[config.mk]
export PLATFORM = sky130hd
export DESIGN_NAME = calc_entry_fsm
export DESIGN_NICKNAME = d
export VERILOG_FILES = /design/src/rtl/calc_entry_fsm.sv
export SDC_FILE = /design/constraint.sdc
export NUM_CORES = 1
export LEC_CHECK = 0
export CAP_MARGIN = 20
export CELL_PAD_IN_SITES_DETAIL_PLACEMENT = 0
export CELL_PAD_IN_SITES_GLOBAL_PLACEMENT = 1
export CORE_MARGIN = 1
export CORE_UTILIZATION = 25
export CTS_CLUSTER_DIAMETER = 30
export DETAILED_ROUTE_END_ITERATION = 8
export HOLD_SLACK_MARGIN = 0.06
export PLACE_DENSITY_LB_ADDON = 0.1
export SLEW_MARGIN = 0
export SYNTH_ARGS = -nofsm -noshare
export SYNTH_HDL_FRONTEND = slang
export SYNTH_SLANG_ARGS = --single-unit
[constraint.sdc]
create_clock -name clk -period 3.6 [get_ports clk]
set_input_delay 0.36 -clock clk [delete_from_list [all_inputs] [get_ports clk]]
set_output_delay 0.36 -clock clk [all_outputs]
set_load 0.1 [all_outputs]
[src/rtl/calc_entry_fsm.sv]
// Operator-entry sequencer: debounces the enter/mode buttons, captures two signed
// 6-bit operands and an operation, and drives the value/mode to the display controller.
`timescale 1ns/1ps

module calc_entry_fsm #(
    parameter int DEBOUNCE_CYCLES = 1_000_000
) (
    input  logic       clk,
    input  logic       rst_n,
    input  logic [5:0] sw,
    input  logic [1:0] op_sel,
    input  logic       btn_enter,
    input  logic       btn_mode,
    output logic [5:0] data,
    output logic       display_mode,
    output logic       overflow,
    output logic [1:0] state
);

    localparam int CW = $clog2(DEBOUNCE_CYCLES) + 1;
    localparam logic [CW-1:0] CNT_ZERO = CW'(0);
    localparam logic [CW-1:0] CNT_ONE  = CW'(1);
    localparam logic [CW-1:0] CNT_MAX  = CW'(DEBOUNCE_CYCLES - 1);

    localparam int BTN_ENTER = 0;
    localparam int BTN_MODE  = 1;

    typedef enum logic [1:0] {
        S_LOAD_A  = 2'b00,
        S_LOAD_B  = 2'b01,
        S_SHOW    = 2'b10,
        S_ILLEGAL = 2'b11
    } state_t;

    // Returns {overflow, result} for a 6-bit two's-complement operation.
    function automatic logic [6:0] alu(input logic [5:0] a, input logic [5:0] b,
                                       input logic [1:0] op);
        logic [5:0] r;
        logic       v;
        case (op)
            2'b00: begin
                r = a + b;
                v = (a[5] == b[5]) && (r[5] != a[5]);
            end
            2'b01: begin
                r = a - b;
                v = (a[5] != b[5]) && (r[5] != a[5]);
            end
            2'b10: begin
                r = a & b;
                v = 1'b0;
            end
            2'b11: begin
                r = a ^ b;
                v = 1'b0;
            end
            default: begin
                r = 6'd0;
                v = 1'b0;
            end
        endcase
        return {v, r};
    endfunction

    logic [1:0]          btn_raw_s;
    logic [1:0]          sync1_r;
    logic [1:0]          sync2_r;
    logic [1:0]          level_r;
    logic [1:0]          level_d_r;
    logic [1:0]          pulse_r;
    logic [1:0][CW-1:0]  cnt_r;
    logic [1:0][CW-1:0]  cnt_next_s;
    logic [1:0]          level_next_s;
    logic [1:0]          pulse_next_s;

    assign btn_raw_s = {btn_mode, btn_enter};

    // Two-flop synchroniser for both raw buttons.
    always_ff @(posedge clk or negedge rst_n) begin
        if (!rst_n) begin
            sync1_r <= 2'b00;
            sync2_r <= 2'b00;
        end else begin
            sync1_r <= btn_raw_s;
            sync2_r <= sync1_r;
        end
    end

    // Debounce counters and rising-edge detection of the accepted level.
    always_comb begin
        level_next_s = level_r;
        cnt_next_s   = cnt_r;
        for (int i = 0; i < 2; i++) begin
            if (sync2_r[i] != level_r[i]) begin
                if (cnt_r[i] == CNT_MAX) begin
                    level_next_s[i] = ~level_r[i];
                    cnt_next_s[i]   = CNT_ZERO;
                end else begin
                    cnt_next_s[i]   = cnt_r[i] + CNT_ONE;
                end
            end else begin
                cnt_next_s[i] = CNT_ZERO;
            end
        end
        pulse_next_s = level_r & ~level_d_r;
    end

    // Debounce state registers; the delayed level makes the pulse a full register stage.
    always_ff @(posedge clk or negedge rst_n) begin
        if (!rst_n) begin
            cnt_r     <= '0;
            level_r   <= 2'b00;
            level_d_r <= 2'b00;
            pulse_r   <= 2'b00;
        end else begin
            cnt_r     <= cnt_next_s;
            level_r   <= level_next_s;
            level_d_r <= level_r;
            pulse_r   <= pulse_next_s;
        end
    end

    state_t     state_r;
    state_t     state_next_s;
    logic [5:0] data_r;
    logic [5:0] data_next_s;
    logic       ovf_r;
    logic       ovf_next_s;
    logic       mode_r;
    logic       mode_next_s;
    logic [5:0] reg_a_r;
    logic [5:0] reg_a_next_s;
    logic [5:0] reg_b_r;
    logic [5:0] reg_b_next_s;
    logic [1:0] op_r;
    logic [1:0] op_next_s;
    logic [6:0] entry_alu_s;
    logic [6:0] show_alu_s;
    logic       enter_s;
    logic       mode_press_s;

    assign enter_s      = pulse_r[BTN_ENTER];
    assign mode_press_s = pulse_r[BTN_MODE];
    assign entry_alu_s  = alu(reg_a_r, sw, op_sel);
    // S_SHOW keeps the result from the captured operands rather than a held copy.
    assign show_alu_s   = alu(reg_a_r, reg_b_r, op_r);

    // Next-state and next-output logic for the entry sequencer.
    always_comb begin
        state_next_s = state_r;
        data_next_s  = data_r;
        ovf_next_s   = ovf_r;
        reg_a_next_s = reg_a_r;
        reg_b_next_s = reg_b_r;
        op_next_s    = op_r;

        if (mode_press_s) begin
            mode_next_s = ~mode_r;
        end else begin
            mode_next_s = mode_r;
        end

        case (state_r)
            S_LOAD_A: begin
                data_next_s = sw;
                if (enter_s) begin
                    reg_a_next_s = sw;
                    state_next_s = S_LOAD_B;
                end else begin
                    state_next_s = S_LOAD_A;
                end
            end
            S_LOAD_B: begin
                if (enter_s) begin
                    reg_b_next_s = sw;
                    op_next_s    = op_sel;
                    data_next_s  = entry_alu_s[5:0];
                    ovf_next_s   = entry_alu_s[6];
                    state_next_s = S_SHOW;
                end else begin
                    data_next_s  = sw;
                    state_next_s = S_LOAD_B;
                end
            end
            S_SHOW: begin
                data_next_s = show_alu_s[5:0];
                if (enter_s) begin
                    ovf_next_s   = 1'b0;
                    state_next_s = S_LOAD_A;
                end else begin
                    state_next_s = S_SHOW;
                end
            end
            default: begin
                state_next_s = S_LOAD_A;
            end
        endcase
    end

    // Sequencer registers; all outputs come straight from these flops.
    always_ff @(posedge clk or negedge rst_n) begin
        if (!rst_n) begin
            state_r <= S_LOAD_A;
            data_r  <= 6'd0;
            ovf_r   <= 1'b0;
            mode_r  <= 1'b0;
            reg_a_r <= 6'd0;
            reg_b_r <= 6'd0;
            op_r    <= 2'b00;
        end else begin
            state_r <= state_next_s;
            data_r  <= data_next_s;
            ovf_r   <= ovf_next_s;
            mode_r  <= mode_next_s;
            reg_a_r <= reg_a_next_s;
            reg_b_r <= reg_b_next_s;
            op_r    <= op_next_s;
        end
    end

    assign data         = data_r;
    assign display_mode = mode_r;
    assign overflow     = ovf_r;
    assign state        = state_r;

endmodule
# Yosys cells after proc, flatten, opt, wreduce, memory -nomap -nowiden
# Cells that the tools add are included.
classes:
  n_mul: 0
  add_sub_neg: 6
  shifts: 0
  n_eq_ne: 18
  n_lt_le_gt_ge: 0
  n_mux: 16
  bitwise: 9
  div_mod_pow: 0
  n_reduce_logical: 13
op_table:
  columns: ["cell", "n"]
  rows:
  - ["21-bit 2-to-1 mux", 4]
  - ["6-bit case mux with 4 select lines", 2]
  - ["21-bit by 1-bit adder with 21-bit output, second input constant", 2]
  - ["21-bit by 20-bit == test with 1-bit output, second input constant", 2]
  - ["6-bit case mux with 3 select lines", 1]
  - ["6-bit adder", 2]
  - ["6-bit bitwise AND", 2]
  - ["6-bit subtractor", 2]
  - ["6-bit XOR", 2]
  - ["2-bit == test, second input constant", 5]
  - ["2-bit AND reduction", 4]
  - ["2-bit by 1-bit == test with 1-bit output, second input constant", 3]
  - ["2-bit logical NOT", 3]
  - ["6-bit 2-to-1 mux", 1]
  - ["2-bit case mux with 3 select lines", 1]
  - ["1-bit != test", 5]
  - ["2-bit 2-to-1 mux", 2]
  - ["2-bit != test, second input constant", 2]
  - ["1-bit 2-to-1 mux", 3]
  - ["1-bit inverter", 3]
  - ["1-bit case mux with 3 select lines", 1]
  - ["3-bit AND reduction", 1]
  - ["3-bit nonzero test", 1]
  - ["2-bit bitwise AND", 1]
  - ["other kinds (6)", 7]
word_totals:
  elab_cells: 77
  out_inout_bits: 10
  latch_bits: 0
  mem_bits_rw: 0
  inputBits: 12
  rom_bits: 0
  memories: 0
  reg_bits: 76

# Logic depth before layout (Yosys ltp)
logic_depth:
  word_depth: 6
  ltp_mapped: 11
  depth_no_buf: 11

# Least setup slack after synthesis
# OpenSTA, ideal clock, no wires.
synth_path:
  kind: "reg-to-reg"
  from: "register state_r[0], in the netlist state[0]"
  to: "register data_r[5], in the netlist data[5]"
  setup_time_ps: 124
  slack_ps: 1016
  synth_period_minus_slack_ps: 2584
  t_arrival_ps: 2460
  path_stages_with_launch: 8
  required_ps: 3476
  path_cell_list: "dfrtp_1 inv_1 ha_1 clkbuf_1 nand2_1 a221oi_1 o211ai_1 a211o_1"
synth_via:
  elab_chain_len: 2
synth_rtl:
  columns: ["item", "line", "rtl"]
  rows:
  - ["start: declaration", "123", "state_t state_r;"]
  - ["start signal: assignment", "211", "state_r <= state_next_s;"]
  - ["2-bit == test (tied with other cells)", "163", "case (state_r)"]
  - ["6-bit case mux with 3 select lines or 3-bit nonzero test (tied branches)", null, null]
  - ["end signal: assignment", "212", "data_r <= data_next_s;"]
  - ["end: declaration", "125", "logic [5:0] data_r;"]
# Several ways; a longest one is shown, not always the timed one.
# A chain may end at the register's enable or synchronous reset.

# Worst setup path after layout
layout_path:
  from: "register op_r[1]"
  to: "register data_r[5], in the netlist data[5]"
layout_via:
  elab_chain_len: 3
layout_rtl:
  columns: ["item", "line", "rtl"]
  rows:
  - ["start: declaration", "135", "logic [1:0] op_r;"]
  - ["start signal: assignment", "217", "op_r <= op_next_s;"]
  - ["2-bit == test (tied with other cells)", "40", "case (op)"]
  - ["6-bit case mux with 4 select lines (*)", "40", null]
  - ["6-bit case mux with 3 select lines (*)", "163", null]
# Mark *: on every way between the ends. The rest lies on a longest branch, timed or not.

==> summary.md <==
| Metric | Value |
|---|---|
| Synth Register Bits | `76` |
| Clock skew | `0.00443 ns` |
| Antenna cells | `0` |
| Starting Density | `25.7%` |
| Worst Path Arrival | `2.84 ns` |
| DRC | `0` |
| Syn nets | `512` |
| Largest net degree at the start of global routing | `60` |
| Top Ports | `22` |
| GP Congestion | `0.798` |
| # Post-CTS Setup Buffers | `0` |
| Status | `complete, no violations` |
| Leakage | `2.22 nW` |
| Reg2reg start | `op_r[1]$_DFFE_PN0P_` |
| Post-cts resize count | `0` |
| Worst IR drop on VDD | `0.211 mV` |
| Final hold vios | `0` |
| Die Wd | `135 um` |
| Root Buffer Master | `clkbuf_16` |
| Avg Inst Size Synth | `9.50 um^2` |
| Share of cells above drive strength 1 | `7.33%` |
| Num CTS Buffers | `9` |
| Worst setup path end | `data[5]$_DFFE_PN0P_` |
| Overall Global Routing Usage | `13.5%` |
| R2R depth | `10` |
| Initial antenna violation count | `0` |
| Initial DRC count | `112` |
| Routed len/inst | `15.4 um` |
| Power Dens Cells | `373 mW/mm^2` |
| Synthesized netlist cell count | `467` |
| Setup Viol. Count Final | `0` |
| Post-synth EDFFs | `0` |
| Async SR Flop Fraction | `100%` |
| RSZ-0062 raised after global routing | `no` |
| Final global-route overflow total | `0` |
| Filler Cells Inserted | `1843` |
| Die H | `135 um` |
| Final setup TNS | `0 ns` |
| CTS tree | `done` |
| Vias in the first global route | `3369` |
| Max-slew violation count | `0` |
| Layout Nets | `531` |
| Clk pin slew, worst setup/hold paths | `0.06 ns` |
| Cts hold-fix bufs | `0` |
| Worst hold-check path type | `input pin to asynchronous set/reset pin` |
| First drt pass iteration count | `4` |
| Peak Freq | `391 MHz` |
| Primary FF master, synth | `dfrtp_1` |
| Min Tclk post-route | `2.56 ns` |
| Via count | `3257` |
| Clock tree sinks | `76` |
| Crit path kind | `flop to flop` |
| Synthesis-to-layout area growth | `16.1%` |
| Synth warn | `0` |
| Critical path fanouts, max | `5` |
| Row Count | `48` |
| Max Cap Violations | `0` |
| Final period utilization | `71.1%` |
| Clk_lat worst skew | `0.34 ns` |
| Core area | `0.0173 mm^2` |
| Yosys cell types | `47` |
| Max_slew headroom | `32.9%` |
| Actual slew at the worst max-slew pin | `1.00 ns` |
| Seq/Total Area, Yosys | `42.9%` |
| Hpwl dp | `7.80 mm` |
| Post-route ant nets | `0` |
| Critical Path Source | `op_r[1]$_DFFE_PN0P_` |
| Area of the die | `0.0183 mm^2` |
| First-pass GRT wire length | `18.6 mm` |
| R2r setup slk | `1.04 ns` |
| Critical Path RT | `3.88 ns` |
| Critical path capture point type | `flop` |
| Bufs on Longest Clock Path | `2` |
| Mapped Area | `0.00444 mm^2` |
| Non-filler cells, final | `716` |
| I/O Buffers | `21` |
| CP startpoint kind | `flop` |
| Routed vias/inst | `4.55` |
| Clock H-tree levels | `3` |
| Worst r2r dst | `data[5]$_DFFE_PN0P_` |
| Dpl cells | `700` |
| WL final | `11.0 mm` |
==> stage by stage <==
step / hold slack [ns] / total power, mW / instance area [um^2] / worst slack (ns) / util (%)
final: 0.0754 / 1.92 / 5150 / 1.04 / 29.8
after global routing: 0.146 / 2.02 / 5150 / 0.841 / 29.8
after CTS: 0.118 / 1.96 / 5150 / 0.996 / 29.8
after detailed placement: 0.335 / 1.05 / 4860 / 0.837 / 28.1
after global placement: 0.332 / 1.05 / 4860 / 0.837 / 28.1
after floorplan: 0.0644 / 0.988 / 4440 / 1.02 / -
==> power by group <==
| part | internal (mW) | switching [mW] |
|---|---|---|
| registers | 0.866 | 0.0117 |
| clock network | 0.506 | 0.384 |
| logic | 0.0507 | 0.101 |
==> how the worst min path moves through the flow <==
stage / startpoint / endpoint / slack (ns) / cells past startpoint
after floorplan: rst_n / cnt_r[0]$_DFF_PN0_ / 0.06 / 0
final: rst_n / reg_b_r[2]$_DFFE_PN0P_ / 0.08 / 1
after global placement: sync1_r[1]$_DFF_PN0_ / sync2_r[1]$_DFF_PN0_ / 0.33 / 0
after global routing: rst_n / reg_b_r[2]$_DFFE_PN0P_ / 0.15 / 1
after detailed placement: sync1_r[1]$_DFF_PN0_ / sync2_r[1]$_DFF_PN0_ / 0.33 / 0
after CTS: rst_n / reg_b_r[2]$_DFFE_PN0P_ / 0.12 / 1
==> layout make-up <==
class                   instances  area (um^2)  share of cell area, %
flip-flops and latches         76         1900                   36.9
clock buffers                  11          253                   4.91
inverters                      25         93.8                   1.82
repair buffers                 24          230                   4.47
well taps                     225          282                   5.47
clock inverters                 5         35.0                  0.680
multi-input cells             350         2360                   45.7
==> synth_stat cells, types with 7 or more instances <==
cell | count | area, um^2
a21oi_1 | 16 | 80.1
nor2b_1 | 8 | 50.1
nor4_1 | 7 | 43.8
nand2b_1 | 8 | 50.1
clkbuf_1 | 7 | 26.3
xor2_1 | 27 | 236
inv_1 | 25 | 93.8
dfrtp_1 | 76 | 1900
nand3_1 | 25 | 125
nand2_1 | 42 | 158
nor3_1 | 11 | 55.1
o21ai_0 | 20 | 100
nor2_1 | 61 | 229
mux2_2 | 8 | 90.1
xnor2_1 | 25 | 219
ha_1 | 30 | 375
nand4_1 | 8 | 50.1
and3_1 | 7 | 43.8
==> placed cells by master, fill, tap and decap left out, types with 2 or more instances in the layout <==
master,count
a211o_1,3
and3_4,2
nor3_1,11
fa_1,3
nor4_1,7
inv_1,25
xnor2_1,25
xor2_1,27
o221ai_1,2
nor2b_1,8
a311o_1,2
nor4b_1,2
and4_1,2
a21oi_1,16
o22ai_1,4
ha_1,30
clkinv_2,2
mux2_2,8
o21ai_0,20
nand2_1,42
nand4_1,8
or2_2,2
clkbuf_8,2
nand3_1,25
and3_1,7
mux2i_1,3
clkbuf_16,9
dfrtp_1,76
clkdlybuf4s50_1,20
o211ai_1,5
nand2b_1,8
o21a_1,3
buf_4,4
nor2_1,61
==> kinds of logic after synthesis <==
group	share of synthesized area, %
multiplexers	3.21
AND/OR/NAND/NOR	20.8
AO/OA/AOI/OAI	8.99
buffers and inverters	4.06
XOR/XNOR	10.3
adder cells (fa/ha/maj)	9.81
flip-flops	42.9
==> critical path: stages (launching register included) <==
cell	delay, ns
dfrtp_1	0.37
and2b_1	0.31
mux2_2	0.39
inv_1	0.06
ha_1	0.21
nor2b_1	0.14
o31a_1	0.27
o22ai_1	0.17
xnor2_1	0.11
nor4_1	0.31
a211o_1	0.16
==> metal layers <==
layer | up-vias | share of wire [%] | global-route usage (%)
met5 | - | 0 | 0
met4 | 0 | 1.1 | 3.93
met3 | 8 | 2.8 | 3.59
met2 | 32 | 48 | 21.8
met1 | 1576 | 48 | 17.5
li1 | 1641 | - | -
==> sequential cells by signal, indices dropped and copies added (netlist names) <==
name          cells
cnt_r            42
data              6
reg_a_r           6
reg_b_r           6
level_d_r         2
level_r           2
op_r              2
pulse_r           2
state             2
sync1_r           2
sync2_r           2
display_mode      1
overflow          1
No activity file was read; power rests on OpenSTA's default activity.
